$ cat src/rtl/stump_sequencer.sv
// stump_sequencer
// Sequencing stage in front of the Stump control decoder. It holds the
// FETCH / EXECUTE / MEMORY state machine, the instruction register (ir) and
// the condition-code register (cc). It stretches FETCH and MEMORY while memory
// is not ready, and it counts retired instructions.
//
// Optional build macro: STUMP_SINGLE_STEP_EN
//   When it is defined, the design has an extra input `step`. FETCH then
//   advances only on an edge where mem_ready and step are both high. A
//   one-cycle step pulse runs exactly one instruction. Holding step high runs
//   freely.
//
// Handshake: mem_ready works as a one-sided completion strobe. A FETCH or
// MEMORY access finishes on the rising edge where mem_ready=1 is sampled.
// While the machine waits, stall is high. There is no back-pressure toward
// memory. EXECUTE ignores mem_ready.
module stump_sequencer #(
   parameter int          CNT_WIDTH = 16,
   parameter logic [15:0] IR_RESET  = 16'h0000
) (
   input  logic                 clk,
   input  logic                 rst,
   input  logic [15:0]          mem_rdata,
   input  logic                 mem_ready,
   input  logic                 cc_en,
   input  logic [3:0]           cc_in,
`ifdef STUMP_SINGLE_STEP_EN
   input  logic                 step,
`endif
   output logic [1:0]           state,
   output logic [15:0]          ir,
   output logic [3:0]           cc,
   output logic                 stall,
   output logic [CNT_WIDTH-1:0] instr_count
);

   // State encoding. The decoder downstream sees these values directly.
   localparam logic [1:0] S_FETCH   = 2'b00;
   localparam logic [1:0] S_EXECUTE = 2'b01;
   localparam logic [1:0] S_MEMORY  = 2'b10;
   localparam logic [1:0] S_ILLEGAL = 2'b11;

   // ir[15:13] opcode class that needs a data-memory cycle
   localparam logic [2:0] OP_LDST   = 3'b011;

   logic [1:0]           state_q, state_d;
   logic [15:0]          ir_q, ir_d;
   logic [3:0]           cc_q, cc_d;
   logic [CNT_WIDTH-1:0] count_q, count_d;

   logic                 in_fetch;
   logic                 in_execute;
   logic                 in_memory;
   logic                 fetch_go;
   logic                 is_ldst;
   logic                 retire;

   // One-hot style views of the current state
   always_comb begin
      in_fetch   = (state_q == S_FETCH);
      in_execute = (state_q == S_EXECUTE);
      in_memory  = (state_q == S_MEMORY);
      is_ldst    = (ir_q[15:13] == OP_LDST);
   end

   // Condition for leaving FETCH. With single-step, a step pulse also gates it.
`ifdef STUMP_SINGLE_STEP_EN
   always_comb begin
      fetch_go = mem_ready && step;
   end
`else
   always_comb begin
      fetch_go = mem_ready;
   end
`endif

   // Stall is combinational. FETCH waits on fetch_go, MEMORY waits on mem_ready.
   always_comb begin
      stall = (in_fetch && !fetch_go) || (in_memory && !mem_ready);
   end

   // Next state, ir load and retire strobe
   always_comb begin
      state_d = state_q;
      ir_d    = ir_q;
      retire  = 1'b0;
      case (state_q)
         S_FETCH: begin
            if (fetch_go) begin
               state_d = S_EXECUTE;
               ir_d    = mem_rdata;
            end
         end
         S_EXECUTE: begin
            if (is_ldst) begin
               state_d = S_MEMORY;
            end else begin
               state_d = S_FETCH;
               retire  = 1'b1;
            end
         end
         S_MEMORY: begin
            if (mem_ready) begin
               state_d = S_FETCH;
               retire  = 1'b1;
            end
         end
         S_ILLEGAL: begin
            // Recovers to FETCH and does not count as a retirement
            state_d = S_FETCH;
         end
         default: begin
            state_d = S_FETCH;
         end
      endcase
   end

   // Flags load only on an EXECUTE edge that has cc_en. The load happens on
   // the same edge as the state change.
   always_comb begin
      cc_d = cc_q;
      if (in_execute && cc_en) begin
         cc_d = cc_in;
      end
   end

   // Retired-instruction counter. It wraps silently at all-ones.
   always_comb begin
      count_d = count_q;
      if (retire) begin
         count_d = count_q + {{(CNT_WIDTH-1){1'b0}}, 1'b1};
      end
   end

   // State registers with an asynchronous active-high reset
   always_ff @(posedge clk or posedge rst) begin
      if (rst) begin
         state_q <= S_FETCH;
         ir_q    <= IR_RESET;
         cc_q    <= 4'b0000;
         count_q <= '0;
      end else begin
         state_q <= state_d;
         ir_q    <= ir_d;
         cc_q    <= cc_d;
         count_q <= count_d;
      end
   end

   // Outputs come straight from the registers
   always_comb begin
      state       = state_q;
      ir          = ir_q;
      cc          = cc_q;
      instr_count = count_q;
   end

endmodule

$ cat config.mk
export PLATFORM = sky130hd
export DESIGN_NAME = stump_sequencer
export DESIGN_NICKNAME = d
export VERILOG_FILES = /design/src/rtl/stump_sequencer.sv
export SDC_FILE = /design/constraint.sdc
export NUM_CORES = 1
export LEC_CHECK = 0
export ABC_AREA = 0
export CAP_MARGIN = 15
export CORE_MARGIN = 2
export CORE_UTILIZATION = 44
export CTS_CLUSTER_SIZE = 25
export DETAILED_ROUTE_END_ITERATION = 8
export GPL_ROUTABILITY_DRIVEN = 0
export HOLD_SLACK_MARGIN = 0.15
export PLACE_DENSITY = 0.88
export SLEW_MARGIN = 20
export SYNTH_ARGS = -nofsm -noshare
export SYNTH_HDL_FRONTEND = slang
export SYNTH_SLANG_ARGS = --single-unit
$ cat constraint.sdc
create_clock -name clk -period 2.4 [get_ports clk]
set_clock_uncertainty 0.2 [all_clocks]
set_input_delay 0.48 -clock clk [delete_from_list [all_inputs] [get_ports clk]]
set_output_delay 0.48 -clock clk [all_outputs]
set_load 0.02 [all_outputs]
# After elaboration in Yosys (flattened, before gate mapping)
# Cells that the tools add are included.
# classes
n_addsub	1
muxes	7
reduce_logical	8
eq_ne	6
# op_table
op	count
$add A16 B1 Y16 const B	1
$pmux W2 S4	1
$mux W2	3
$eq A2 B2 Y1 const B	2
$ne A2 B2 Y1 const B	2
$reduce_and A2 Y1	2
$eq A3 B2 Y1 const B	1
$logic_and A1 B1 Y1	3
$eq A2 B1 Y1 const B	1
$logic_not A2 Y1	1
$mux W1	2
$pmux W1 S2	1
$logic_not A1 Y1	1
$logic_or A1 B1 Y1	1
# totals
out_inout_bits	39
register_bits	38
in_bits	24

# Depth between registers and ports, before layout
# Gate-level depths: netlist of run 1.
# logic_depth
word_depth	3
ltp_mapped	7
depth_no_buf	6

# Least setup slack after synthesis of run 1
# OpenSTA, ideal clock, no wires.
# synth_timing
path_type	reg2reg
startpoint	reg state_q[0] (netlist: state[0])
endpoint	reg count_q[8] (netlist: instr_count[8])
arrival_time_ps	1723
stages_incl_launch_ff	8
setup_slack_ps	344
synth_period_minus_slack_ps	2056
setup_ps	133
cell_sequence	dfrtp_1 inv_1 ha_1 clkbuf_1 nand3_1 o21ai_1 nand4_1 xnor2_1
# synth_via
elab_chain_cells	2
word_cells_on_any_way	3
classes_between	eq/ne: 2; mux: 1
# synth_rtl
item	line	text
start, declared	46	logic [1:0] state_q, state_d;
start signal, assigned	143	state_q <= state_d;
$eq A2 B2 Y1 or $eq A2 B1 Y1 (tied branches)	87	case (state_q)
$pmux W1 S2 *	87	
end signal, assigned	146	count_q <= count_d;
end, declared	49	logic [CNT_WIDTH-1:0] count_q, count_d;
# Mark *: on every way between the ends. The rest lies on a longest branch, timed or not.
# A chain may end at the register's enable or synchronous reset.

# Final worst setup path of run 1
# layout_timing
startpoint	reg state_q[0] (netlist: state[0])
endpoint	out stall
# layout_via
elab_chain_cells	3
word_cells_on_any_way	5
classes_between	eq/ne: 1; reduce/logical: 4
# layout_rtl
item	line	text
$eq A2 B2 Y1 or $logic_not A2 Y1 (tied branches)	62, 60	
$logic_and A1 B1 Y1	79	stall = (in_fetch && !fetch_go) || (in_memory && !mem_ready);
$logic_or A1 B1 Y1 *	79	
end, declared	33	output logic stall,
# Marks and branches as above.

==> results.md, run 1 <==
* Status: completed
* HP Class: register to register
* Initial antenna violation count at 0
* Pwr/cell area at 1190 nW/um^2
* Diode count at 0
* Switching fraction of total power at 37.7%
* Worst-Margin Slew at ~0.46 ns
* Clk_lat worst skew at between 0.2 and 0.3 ns
* Worst R2R Start: state[1]$_DFFE_PP0P_
* Fraction of layout cells with a size suffix above 1 at between 20% and 30%
* # DRC at 0
* PortBufs at between 60 and 70
* IO Pins at 63
* Post-DP Area at 2410 um^2
* Design Area, Final at around 2500 um^2
* Vias after detailed routing at 1308
* WL met3 at 366 um
* Maximum clock frequency at ~430 MHz
* DP HPWL at 2.97 mm
* R2R Setup Slk at roughly 0.35 ns
* Die Ht at 66.1 um
* Post-CTS setup buffer count at 0
* First-pass DRT Iterations at 4
* Seq cells post-synth at 38
* Internal power of the cells at 1.86 mW
* Final TNS setup at 0 ns
* Layout area overhead at 47.4%
* Post-Syn Instances at about 130
* Vias in the first global route at approximately 1400
* CTS Buf Count at 5
* RSZ-0062 raised after global routing: no
* CP Launch Type: register
* Vias per cell at 5.23
* Layout Nets at 230
* Final WL at slightly below 4 mm
* Initial DRC count at 19
* Req. time, crit path at about 1.7 ns
* DR top layer: met4
* GRT overflow at 0
* CP Capture Type: output port
* Seq/Total Area, Yosys at between 50% and 60%
* Fin. Hold Viols at 0
* Net Count, Synth at about 160
* Final setup viols at 0
* Maximum VDD drop at 0.823 mV
* Mapped Area at approximately 1700 um^2
* CP max FO at 4
* Max-cap violations at 0
* Fin crit share at ~96%
* Synth warn at 0
* Crit path from: state[0]$_DFFE_PP0P_
* Sequential share of power at between 30% and 40%
* Core area at 3690 um^2
* Clock Power Share at between 10 and 15%
* Initial Util at 46.0%
* DIE AREA at 4370 um^2
* CP endpoint: stall
* Tot GR Track Use at 19.7%
* Slew margin rel. at a little under 70%
* Netlist cell types at 25
* CP Class: register to output port
* Wire length per cell at between 15 and 20 um
* First-pass GRT wire length at about 6.5 mm
* Switch Pwr at ~1.1 mW
* Slew Limit Fails at 0
* DR WL met2 at ~2.0 mm
* Clk slew on worst S/H paths at approximately 0.080 ns
* Leak at 1.06 nW
* H-Tree Depth at 2
* Largest net degree at the start of global routing at 39
* Hold_ws at about 0.28 ns
* Worst EP arrival at 1.62 ns
* CTS tree: done
* DRT antenna net count at 0
* Final core utilization at 67.8%
* Clk buf depth at 2
* Reg2Reg Depth at 6
* Die width at around 66 um
* Comb pwr share at 48.7%
* Num Clock Sinks at 38
* Mapped Avg Cell Area at between 10 and 15 um^2
* Site Rows at 22
* WL met1 at 1.49 mm
* Tmin final at 2.30 ns
* Clock root buffer: clkbuf_8
* Capturing point of the worst reg2reg path: instr_count[8]$_DFFE_PP0P_
==> cell usage in the layout, fill, tap and decap left out, types with 2 or more instances in the layout <==
cell type,n
buf_4,5
clkbuf_8,6
clkdlybuf4s50_1,61
dfrtp_1,38
ha_1,5
inv_1,5
mux2_2,22
nand2_1,8
nand3_1,6
nand3b_1,2
nand4_1,9
nor2_1,2
nor3_1,3
nor4_2,2
xnor2_1,9
xor2_1,6
==> worst max-delay path, cell delays in order, from the launching register on <==
cell and delay (ns):
dfrtp_1 0.41, inv_1 0.12, ha_1 0.25, nor2_1 0.07, nor2_1 0.13, clkdlybuf4s15_1 0.36
==> worst min-delay path by stage <==
stage          cells after the start                        start  slack (ns)                          end
5_1_grt                            1            ir[6]$_DFFE_PP0P_        0.33            ir[6]$_DFFE_PP0P_
4_1_cts                            1  instr_count[15]$_DFFE_PP0P_        0.29  instr_count[15]$_DFFE_PP0P_
2_1_floorplan                      1  instr_count[15]$_DFFE_PP0P_        0.38  instr_count[15]$_DFFE_PP0P_
6_report                           1  instr_count[15]$_DFFE_PP0P_        0.28  instr_count[15]$_DFFE_PP0P_
3_5_place_dp                       1  instr_count[15]$_DFFE_PP0P_        0.28  instr_count[15]$_DFFE_PP0P_
3_3_place_gp                       1  instr_count[15]$_DFFE_PP0P_        0.26  instr_count[15]$_DFFE_PP0P_
==> synth_stat cells (all sizes together) <==
cell / n / area share, %
dfrtp: 38 / 56
mux2: 22 / 15
nand4: 10 / 4.6
xnor2: 9 / 4.6
nand2: 8 / 1.8
nand3: 6 / 1.8
xor2: 6 / 3.1
ha: 5 / 3.7
inv: 5 / 1.1
nor3: 3 / 0.88
nor4: 3 / 1.8
nand3b: 2 / 0.88
nor2: 2 / 0.44
o21ai: 2 / 0.59
a22oi: 1 / 0.74
and3b: 1 / 0.52
and4: 1 / 0.66
buf: 1 / 0.29
clkbuf: 1 / 0.22
nand2b: 1 / 0.37
nor4b: 1 / 0.88
o22ai: 1 / 0.37
==> power groups by stage <==
stage	clock network (mW)	logic (mW)	registers (mW)
after floorplan	0	0.497	1.34
after global placement	0	1.41	1.06
after detailed placement	0	1.45	1.09
after CTS	0.455	1.46	1.08
after global routing	0.492	1.54	1.12
final	0.445	1.45	1.09
==> per-layer routing <==
layer  vias to the layer above  global-route usage [%]
met4                         0                    6.89
met2                        52                    35.1
met1                       650                    20.7
met5                         -                       0
li1                        602                       -
met3                         4                    8.18
==> timing repair <==
| action | in CTS | in global routing |
|---|---|---|
| resized for setup | 1 | 1 |
| hold buffers | 0 | 0 |
| cloned | 0 | 0 |
| hold endpoints to repair | 0 | 0 |
| endpoints found under the setup margin | 1 | 1 |
==> logic make-up after synthesis <==
family	count (synthesis)	share of synthesized area (%)
buf+inv	7	1.62
flops	38	56.0
simple gates	38	14.6
mux	22	14.6
fa+ha+maj	5	3.69
compound gates	4	1.70
xor+xnor	15	7.74
==> flip-flops by register name, summed over array words and instances (netlist names) <==
| signal | cells |
|---|---|
| cc | 4 |
| instr_count | 16 |
| ir | 16 |
| state | 2 |
==> per-stage QoR <==
step                      total power, mW  instances  setup WS, ns
after floorplan                      1.84        129         0.344
after global placement               2.47        242        0.0139
after detailed placement             2.54        242        0.0259
after CTS                            3.00        250        0.0724
after global routing                 3.15        250        0.0181
final                                2.98        250         0.101
==> area by class of cell <==
| type | instances | area, um^2 |
|---|---|---|
| fillers | 264 | 1190 |
| flip-flops and latches | 38 | 951 |
| multi-input cells | 84 | 718 |
| repair buffers | 67 | 658 |
| clock buffers | 6 | 82.6 |
| well taps | 48 | 60.1 |
| inverters | 5 | 18.8 |
| clock inverters | 2 | 12.5 |
No activity file was read; power rests on OpenSTA's default activity.
==> inputs of run 2 (changes only) <==
Settings changed: MAX_ROUTING_LAYER set to met4.
==> results.md, run 2 (synthesized netlist as in run 1, its figures left out) <==
* DRT antenna net count at 0
* RSZ-0062 raised after global routing: no
* Pwr/cell area at 1190 nW/um^2
* Vias in the first global route at 1435
* Fin crit share at between 90 and 100%
* Status: completed
* Num Clock Sinks at 38
* Clk slew on worst S/H paths at ~0.080 ns
* Final setup margin at between 0.1 and 0.15 ns
* Die Ht at about 66 um
* CTS Buf Count at 5
* Worst-Margin Slew at between 0.4 and 0.5 ns
* Most frequent cells in the layout: 61 x clkdlybuf4s50_1, 38 x dfrtp_1, 22 x mux2_2
* First-pass GRT wire length at roughly 6.5 mm
* Die width at roughly 66 um
* Worst R2R Start: state[1]$_DFFE_PP0P_
* Switching fraction of total power at 37.7%
* Maximum VDD drop at ~0.82 mV
* DIE AREA at around 4400 um^2
* Core area at ~3700 um^2
* Tot GR Track Use at between 20% and 30%
* Comb pwr share at between 40 and 50%
* Reg2Reg Depth at 6
* Wire length per cell at 15.7 um
* Final setup viols at 0
* Sequential share of power at between 30% and 40%
* Commonest non-fill, non-tap cell in the layout: clkdlybuf4s50_1
* Tmin final at between 2 and 2.5 ns
* H-Tree Depth at 2
* Hold_sp: instr_count[15]$_DFFE_PP0P_
* Switch Pwr at 1.12 mW
* Layout Nets at 230
* Slew Limit Fails at 0
* Clock Power Share at between 10% and 20%
* Vias after detailed routing at 1306
* Slew margin rel. at 69.1%
* Total power at 2.98 mW
* Largest net degree at the start of global routing at 39
* Post-CTS setup buffer count at 0
* Initial antenna violation count at 0
* Clk buf depth at 2
* CP Launch Type: register
* Design Area, Final at between 2000 and 3000 um^2
* Hold worst-path end: instr_count[15]$_DFFE_PP0P_
* Clk_lat worst skew at approximately 0.28 ns
* HP Class: register to register
* Initial DRC count at 20
* Fraction of layout cells with a size suffix above 1 at 20.3%
* CP Class: register to output port
* Vias per cell at between 5 and 6
* DP HPWL at between 2 and 3 mm
* Req. time, crit path at roughly 1.7 ns
* Site Rows at 22
* Max-cap violations at 0
* Final TNS setup at 0 ns
* Capturing point of the worst reg2reg path: instr_count[8]$_DFFE_PP0P_
* Hold_ws at 0.275 ns
* R2R Setup Slk at 0.35 ns
* Fin. Hold Viols at 0
* IO Pins at 63
* CP Capture Type: output port
* PortBufs at 62
* GRT overflow at 0
* Clock root buffer: clkbuf_8
* Setup WS pre-CTS at roughly 0.026 ns
* Internal power of the cells at roughly 1.9 mW
* First-pass DRT Iterations at 4
* Hold Path Stages at 1
* CP max FO at 4
* Initial Util at approximately 46%
* Diode count at 0
* Final WL at about 3.9 mm
* CTS tree: done
* Layout area overhead at 47.4%
* Post-DP Area at between 2000 and 2500 um^2
* # DRC at 0
* Maximum clock frequency at ~430 MHz
* Worst EP arrival at roughly 1.6 ns
* Leak at between 1 and 1.5 nW
## run 2: cell counts in the layout (fill, tap and decap cells not counted)
No cell type changed its count.
## run 2: area by class of cell
class                      count  area, um^2
clock inverter                 2        12.5
tap                           48        60.1
inverter                       5        18.8
multi-input combinational     84         718
sequential                    38         951
clock buffer                   6        82.6
fill                         264        1190
timing repair buffer          67         658
## run 2: per-stage QoR
| step | util (%) | std cells |
|---|---|---|
| after floorplan | - | 129 |
| after global placement | 65.2 | 242 |
| after detailed placement | 65.2 | 242 |
| after CTS | 67.8 | 250 |
| after global routing | 67.8 | 250 |
| final | 67.8 | 250 |
## run 2: power groups by stage
stage | logic (mW) | registers [mW] | clock network [mW]
4_1_cts | 1.46 | 1.08 | 0.455
5_1_grt | 1.54 | 1.12 | 0.492
3_3_place_gp | 1.41 | 1.06 | 0
2_1_floorplan | 0.497 | 1.34 | 0
6_report | 1.45 | 1.09 | 0.444
3_5_place_dp | 1.45 | 1.09 | 0
## run 2: worst max path at each step
stage,startpoint,endpoint,slack [ns],depth (start not counted)
2_1_floorplan,state[0]$_DFFE_PP0P_,instr_count[8]$_DFFE_PP0P_,0.34,7
3_3_place_gp,mem_ready,stall,0.01,3
3_5_place_dp,mem_ready,stall,0.03,3
4_1_cts,state[0]$_DFFE_PP0P_,stall,0.07,5
5_1_grt,state[0]$_DFFE_PP0P_,stall,0.02,5
6_report,state[0]$_DFFE_PP0P_,stall,0.10,5
## run 2: worst max-delay path, stage by stage (launching register included)
cell             delay (ns)
dfrtp_1                0.41
inv_1                  0.12
ha_1                   0.25
nor2_1                 0.07
nor2_1                 0.13
clkdlybuf4s15_1        0.36
## run 2: per-layer routing
layer | vias to the layer above | wire length, um | track usage (%)
met5 | - | 0 | -
met4 | 0 | 53 | 6.89
met3 | 4 | 348 | 7.67
met2 | 50 | 2020 | 35.1
met1 | 650 | 1510 | 21.0
li1 | 602 | - | -
## run 2: repair_timing
action | 4_1_cts | 5_1_grt
endpoints found under the hold margin | 0 | 0
gates resized for setup | 1 | 1
hold buffers | 0 | 0
setup endpoints to repair | 1 | 1
